$ cat config.mk
export PLATFORM = sky130hd
export DESIGN_NAME = lc3_useq_stk
export DESIGN_NICKNAME = d
export VERILOG_FILES = /design/src/rtl/lc3_useq_pkg.sv /design/src/rtl/lc3_useq_stk_lifo.sv /design/src/rtl/lc3_useq_stk.sv
export SDC_FILE = /design/constraint.sdc
export NUM_CORES = 1
export LEC_CHECK = 0
export ABC_AREA = 1
export ABC_CLOCK_PERIOD_IN_PS = 800
export BUFFER_PORTS_ARGS = -buffer_cell sky130_fd_sc_hd__buf_2
export CAP_MARGIN = 10
export CORE_UTILIZATION = 33
export CTS_CLUSTER_DIAMETER = 40
export DETAILED_ROUTE_END_ITERATION = 12
export PLACE_DENSITY = 0.69
export SLEW_MARGIN = 20
export SYNTH_ARGS = -nofsm -noshare
export SYNTH_HDL_FRONTEND = slang
export SYNTH_SLANG_ARGS = --single-unit
$ cat constraint.sdc
create_clock -name clk -period 0.8 [get_ports clk]
set_input_delay 0.08 -clock clk [delete_from_list [all_inputs] [get_ports clk]]
set_output_delay 0.08 -clock clk [all_outputs]
set_load 0.03 [all_outputs]
$ cat src/rtl/lc3_useq_pkg.sv
// Shared constants for the LC-3 microsequencer: COND encodings, mask bit
// positions and the default fetch/reset address.
package lc3_useq_pkg;

  localparam logic [2:0] COND_NONE = 3'd0;
  localparam logic [2:0] COND_R    = 3'd1;
  localparam logic [2:0] COND_BEN  = 3'd2;
  localparam logic [2:0] COND_IR11 = 3'd3;
  localparam logic [2:0] COND_PSR  = 3'd4;
  localparam logic [2:0] COND_INT  = 3'd5;

  localparam int unsigned MASK_BIT_IR11 = 0;
  localparam int unsigned MASK_BIT_R    = 1;
  localparam int unsigned MASK_BIT_BEN  = 2;
  localparam int unsigned MASK_BIT_PSR  = 3;
  localparam int unsigned MASK_BIT_INT  = 4;

  localparam int unsigned USEQ_RESET_ADDR = 18;

endpackage

$ cat src/rtl/lc3_useq_stk_lifo.sv
// useq_lifo: small push/pop stack holding micro-return addresses.
// Only the pointer is reset; entry contents persist across reset.
module useq_lifo #(
  parameter int unsigned W     = 6,
  parameter int unsigned DEPTH = 4
) (
  input  logic         clk,
  input  logic         rst,
  input  logic         push,
  input  logic         pop,
  input  logic [W-1:0] din,
  output logic [W-1:0] dout,
  output logic         full,
  output logic         empty
);

  localparam int unsigned AW = $clog2(DEPTH);
  localparam int unsigned PW = AW + 1;

  logic [W-1:0]  mem [DEPTH];
  logic [PW-1:0] ptr;

  assign full  = (ptr == PW'(DEPTH));
  assign empty = (ptr == '0);
  assign dout  = mem[AW'(ptr - 1'b1)];

  always_ff @(posedge clk or posedge rst) begin
    if (rst) begin
      ptr <= '0;
    end else if (push && !full) begin
      ptr <= ptr + 1'b1;
    end else if (pop && !empty) begin
      ptr <= ptr - 1'b1;
    end
  end

  always_ff @(posedge clk) begin
    if (push && !full) begin
      mem[ptr[AW-1:0]] <= din;
    end
  end

endmodule

$ cat src/rtl/lc3_useq_stk.sv
// Registered LC-3 microsequencer with stall, sticky interrupt latch and an
// optional micro-call stack enabled by defining USEQ_CALL_STACK_EN.
module lc3_useq_stk
  import lc3_useq_pkg::*;
#(
  parameter int unsigned ADDR_W     = 6,
  parameter int unsigned RESET_ADDR = USEQ_RESET_ADDR,
  parameter int unsigned STK_DEPTH  = 4
) (
  input  logic              clk,
  input  logic              rst,
  input  logic              stall,
  input  logic [ADDR_W-1:0] j,
  input  logic [2:0]        cond,
  input  logic              ird,
  input  logic              call,
  input  logic              ret,
  input  logic [4:0]        ir,
  input  logic              r,
  input  logic              ben,
  input  logic              psr,
  input  logic              int_req,
  input  logic              int_ack,
  output logic [ADDR_W-1:0] state,
  output logic              int_pend,
  output logic              stk_ovf,
  output logic              stk_unf
);

  localparam logic [ADDR_W-1:0] RST_A = ADDR_W'(RESET_ADDR);

  logic [ADDR_W-1:0] mask, cand, disp, nxt;

  always_comb begin
    mask = '0;
    case (cond)
      COND_R:    mask[MASK_BIT_R]    = r;
      COND_BEN:  mask[MASK_BIT_BEN]  = ben;
      COND_IR11: mask[MASK_BIT_IR11] = ir[0];
      COND_PSR:  mask[MASK_BIT_PSR]  = psr;
      COND_INT:  mask[MASK_BIT_INT]  = int_pend;
      default:   mask = '0;
    endcase
  end

  assign cand = j | mask;
  // ir carries IR[15:11]; dispatch uses IR[15:12]
  assign disp = {{(ADDR_W-4){1'b0}}, ir[4:1]};

`ifdef USEQ_CALL_STACK_EN
  logic              do_call, do_ret, push, pop, full, empty;
  logic [ADDR_W-1:0] top, ret_addr;

  assign do_ret   = ~stall & ret;
  assign do_call  = ~stall & ~ret & ~ird & call;
  assign push     = do_call & ~full;
  assign pop      = do_ret & ~empty;
  assign ret_addr = state + ADDR_W'(1);

  useq_lifo #(
    .W     (ADDR_W),
    .DEPTH (STK_DEPTH)
  ) u_lifo (
    .clk   (clk),
    .rst   (rst),
    .push  (push),
    .pop   (pop),
    .din   (ret_addr),
    .dout  (top),
    .full  (full),
    .empty (empty)
  );

  always_ff @(posedge clk or posedge rst) begin
    if (rst) begin
      stk_ovf <= 1'b0;
      stk_unf <= 1'b0;
    end else begin
      if (do_call && full) stk_ovf <= 1'b1;
      if (do_ret && empty) stk_unf <= 1'b1;
    end
  end

  always_comb begin
    nxt = state;
    if (!stall) begin
      if (ret)      nxt = empty ? RST_A : top;
      else if (ird) nxt = disp;
      else          nxt = cand;
    end
  end
`else
  localparam int unsigned unused_stk_depth = STK_DEPTH;
  logic unused_ctl;
  assign unused_ctl = call ^ ret;

  assign stk_ovf = 1'b0;
  assign stk_unf = 1'b0;

  always_comb begin
    nxt = state;
    if (!stall) begin
      if (ird) nxt = disp;
      else     nxt = cand;
    end
  end
`endif

  always_ff @(posedge clk or posedge rst) begin
    if (rst) begin
      state <= RST_A;
    end else begin
      state <= nxt;
    end
  end

  // int_pend deliberately ignores stall; set beats clear
  always_ff @(posedge clk or posedge rst) begin
    if (rst) begin
      int_pend <= 1'b0;
    end else if (int_req) begin
      int_pend <= 1'b1;
    end else if (int_ack) begin
      int_pend <= 1'b0;
    end
  end

endmodule

== Word-level counts from Yosys, hierarchy flattened ==
Cells that the tools add are included.

* Mux-type cells: 8
* Reductions and logical operators: 1
* Eq/ne operators: 5
* Bitwise gates (word level): 1

{| class="wikitable"
|+ Operators with widths
! cell !! count
|-
| 2-to-1 mux 1 bit || 7
|-
| == test 3 x 2 -> 1 bit, second input constant || 2
|-
| == test 3 bit, second input constant || 2
|-
| 2-to-1 mux 6 bit || 1
|-
| OR 6 x 5 -> 6 bit || 1
|-
| == test 3 x 1 -> 1 bit, second input constant || 1
|-
| nonzero test 2 bit || 1
|}

* Input bits: 25
* Logic and storage cells: 17
* Bits in registers: 7
* Output and inout bits: 9

== Longest topological paths before layout ==
* Depth in word-level cells: 4
* Depth in mapped cells: 6

== Worst setup path before layout ==
No wires, ideal clock.

* Kind: flip-flop to flip-flop
* Start point: reg int_pend
* End point: reg state[4]
* Library setup time: 0.060 ns
* Data arrival time: 0.815 ns
* Path slack: -0.075 ns
* Required time: 0.740 ns
* Period minus slack after synthesis: 0.875 ns
* Buffers on the path: 0
* Stages on the path, launching flop included: 5
* Path through: dfrtp_1 -> nand2_1 -> o21bai_1 -> nand2_1 -> nand2_1

* Longest elaborated chain between the ends: 3

{| class="wikitable"
|+ RTL lines
! what !! line !! source
|-
| start, declared || lc3_useq_stk.sv:25 || <nowiki>output logic int_pend,</nowiki>
|-
| start signal, assigned || lc3_useq_stk.sv:120 || <nowiki>int_pend <= 1'b0;</nowiki>
|-
| start signal, assigned || lc3_useq_stk.sv:122 || <nowiki>int_pend <= 1'b1;</nowiki>
|-
| start signal, assigned || lc3_useq_stk.sv:124 || <nowiki>int_pend <= 1'b0;</nowiki>
|-
| 2-to-1 mux 1 bit || lc3_useq_stk.sv:36 || <nowiki>case (cond)</nowiki>
|-
| OR 6 x 5 -> 6 bit || lc3_useq_stk.sv:46 || <nowiki>assign cand = j | mask;</nowiki>
|-
| 2-to-1 mux 6 bit || lc3_useq_stk.sv:103 || <nowiki>if (ird) nxt = disp;</nowiki>
|-
| end signal, assigned || lc3_useq_stk.sv:113 || <nowiki>state <= nxt;</nowiki>
|-
| end, declared || lc3_useq_stk.sv:24 || <nowiki>output logic [ADDR_W-1:0] state,</nowiki>
|}

Every way passes these cells.
A chain may end at the register's enable or synchronous reset.

== Worst setup path after layout ==
* Start point: reg state[1]
* End point: out state[1]

No word-level cell between the ends.

==> run summary <==
Outcome: finished with violations
Failing checks: setup timing
CP max-delay cell: dfstp_2
Total Power: 1070 uW
Std cell rows: 12
Hold WS: 0.0126 ns
Top delay family on crit path: flip-flops
Hold depth: 2
Flops & latches, synth: 7
First-pass GRT wire length: 1690 um
Initial core utilization: 37.1%
GPL Wtd Cong: 0.601
Synthesis-to-finish area growth: 53.0%
Flop pwr share: 39.4%
Routed wire per std cell: 9.72 um
Register area share after synthesis: 40.9%
YS warnings: 0
Clk root buf: clkbuf_4
Tmin final: 0.992 ns
Sw Share: 31.5%
Endpoints failing setup: 7
Core area: 1170 um2
DRC violations left: 0
Worst reg-to-reg path cell count: 3
Top Ports: 34
Fmax: 1010 MHz
Final Hold Fails: 0
Final TNS setup: -0.713 ns
Power Density: 1620 nW/um2
Maxcap violations: 0
Die width: 38.3 um
Grt ovf: 0
RSZ-0062 raised after global routing: yes
Core Util, Final: 56.7%
CTS H-tree lvls: 1
Initial DRT Pass Iterations: 4
RR Startpoint: state[3]$_DFFE_PP0N_
Start point of the worst hold path: int_ack
Worst Path Buf+Inv: 1
Final period util: 124%
LEAKAGE: 0.000399 uW
Flop2flop setup slack: 0.06 ns
ANT cells: 0
CTS tree: done
Synth unique cells: 11
DP HPWL: 838 um
Critical path capture point type: output pin
Mapped Area: 434 um2
Post-synthesis cell count: 68
CP cell instances: buf_6
Slew Limit Fails: 0
Worst vdd ir: 0.000818 V
Skew-Pair Late Insertion Delay: 0.25 ns
Worst hold-check path type: in -> reg
Clock Pin Slew Worst Setup and Hold Paths: 0.06 ns
WP data arrival: 0.91 ns
Worst Setup Start Kind: flop
GR Util All Layers: 16.8%
# port buffers: 29
Via count: 496
Worst EP required: 0.72 ns
P_sw: 338 uW
R2r endpoint: state[3]$_DFFE_PP0N_
Worst Clk Skew: 0.00423 ns
Vias/cell: 4.31
Crit path max fanout: 2
Inserted Clock Buffers: 3
Vias in the first global route: 480
Initial DRC Count: 3
Layout cells sized above 1: 37.6%
Final ANT Viol Nets: 0
DRT Wirelength: 1120 um
Die height: 38.3 um
Worst Setup Path Type: reg -> out
Initial antenna violation count: 0
Worst path max stage delay: 0.54 ns
Clock buffer depth: 2
Syn Area/Cell: 6.38 um2
Int Pwr: 735 uW
Setup ws final: -0.192 ns
Die area: 1460 um2
Clock power frac: 29.9%
Final net count: 127
Largest net degree at the start of global routing: 12
Comb pwr share: 30.7%
Clock sinks: 7
Worst hold endpoint: int_pend$_DFFE_PP0P_
Layout fillers: 127
==> logic make-up (layout without fill, tap and decap cells) <==
family | after synthesis | in the layout | share of synthesized area (%)
buffers and inverters | 12 | 44 | 13.8
other | 1 | 2 | 0.864
and+or+nand+nor | 45 | 45 | 38.9
AOI/OAI and AO/OA | 3 | 3 | 5.47
DFF | 7 | 7 | 40.9
==> cells in the mapped netlist <==
master / n / area [um2]
a22o_1: 1 / 8.76
buf_4: 2 / 15.0
buf_6: 1 / 11.3
conb_1: 1 / 3.75
dfrtp_1: 5 / 125
dfstp_2: 2 / 52.6
inv_1: 8 / 30.0
inv_2: 1 / 3.75
nand2_1: 27 / 101
nor2_1: 18 / 67.6
o21bai_1: 2 / 15.0
==> flip-flops by register name (all words and copies together), names as in the netlist <==
register  flops
int_pend      1
state         6
==> layer usage <==
metal | wire length [um] | vias up | GRT usage, % | part of all wire (%)
met2 | 538 | 29 | 32.6 | 48
li1 | - | 260 | - | -
met5 | 0 | - | 0 | 0
met3 | 86 | 2 | 1.74 | 7.7
met4 | 10 | 0 | 8.04 | 0.89
met1 | 482 | 205 | 17.4 | 43
==> layout by cell type, fill, tap and decap left out <==
master / count
a22o_1: 1
buf_2: 22
buf_4: 1
buf_6: 7
clkbuf_1: 1
clkbuf_4: 3
conb_1: 2
dfrtp_1: 3
dfrtp_2: 2
dfstp_2: 2
dlygate4sd3_1: 1
inv_1: 8
inv_2: 1
nand2_1: 27
nor2_1: 18
o21bai_1: 2
==> metrics by stage <==
step           instances  setup WS (ns)  cell area [um2]
6_report             115         -0.192              664
5_1_grt              115         -0.209              664
4_1_cts              115         -0.197              664
3_5_place_dp         109         0.0223              577
3_3_place_gp         109         0.0298              577
2_1_floorplan         69        0.00704              440
==> power groups by stage <==
stage / clock, uW / combinational, uW / sequential (uW)
2_1_floorplan: 0 / 109 / 490
6_report: 321 / 330 / 423
4_1_cts: 331 / 332 / 422
3_3_place_gp: 0 / 274 / 417
3_5_place_dp: 0 / 278 / 419
5_1_grt: 349 / 357 / 425
==> layout make-up <==
| class | count | area, um2 | area share [%] |
|---|---|---|---|
| clock buffer | 4 | 26.3 | 3.95 |
| inverter | 9 | 33.8 | 5.08 |
| multi-input combinational | 50 | 200 | 30.1 |
| sequential | 7 | 180 | 27.1 |
| tap | 14 | 17.5 | 2.64 |
| timing repair buffer | 31 | 206 | 31.1 |
==> worst max-delay path by stage <==
stage,depth (start not counted),endpoint,from,slack [ns]
2_1_floorplan,4,state[4]$_DFFE_PP1N_,int_pend$_DFFE_PP0P_,0.007
3_3_place_gp,1,state[4],state[4]$_DFFE_PP1N_,0.03
3_5_place_dp,1,state[1],state[1]$_DFFE_PP1N_,0.02
4_1_cts,1,state[1],state[1]$_DFFE_PP1N_,-0.20
5_1_grt,1,state[4],state[4]$_DFFE_PP1N_,-0.21
6_report,1,state[1],state[1]$_DFFE_PP1N_,-0.19
==> timing repair <==
action,in CTS,in global routing
pin swaps,0,1
setup buffers,1,0
gates resized for setup,14,0
endpoints found under the hold margin,5,0
setup endpoints to repair,7,8
hold buffers,1,0
(Power assumes the default switching activity.)
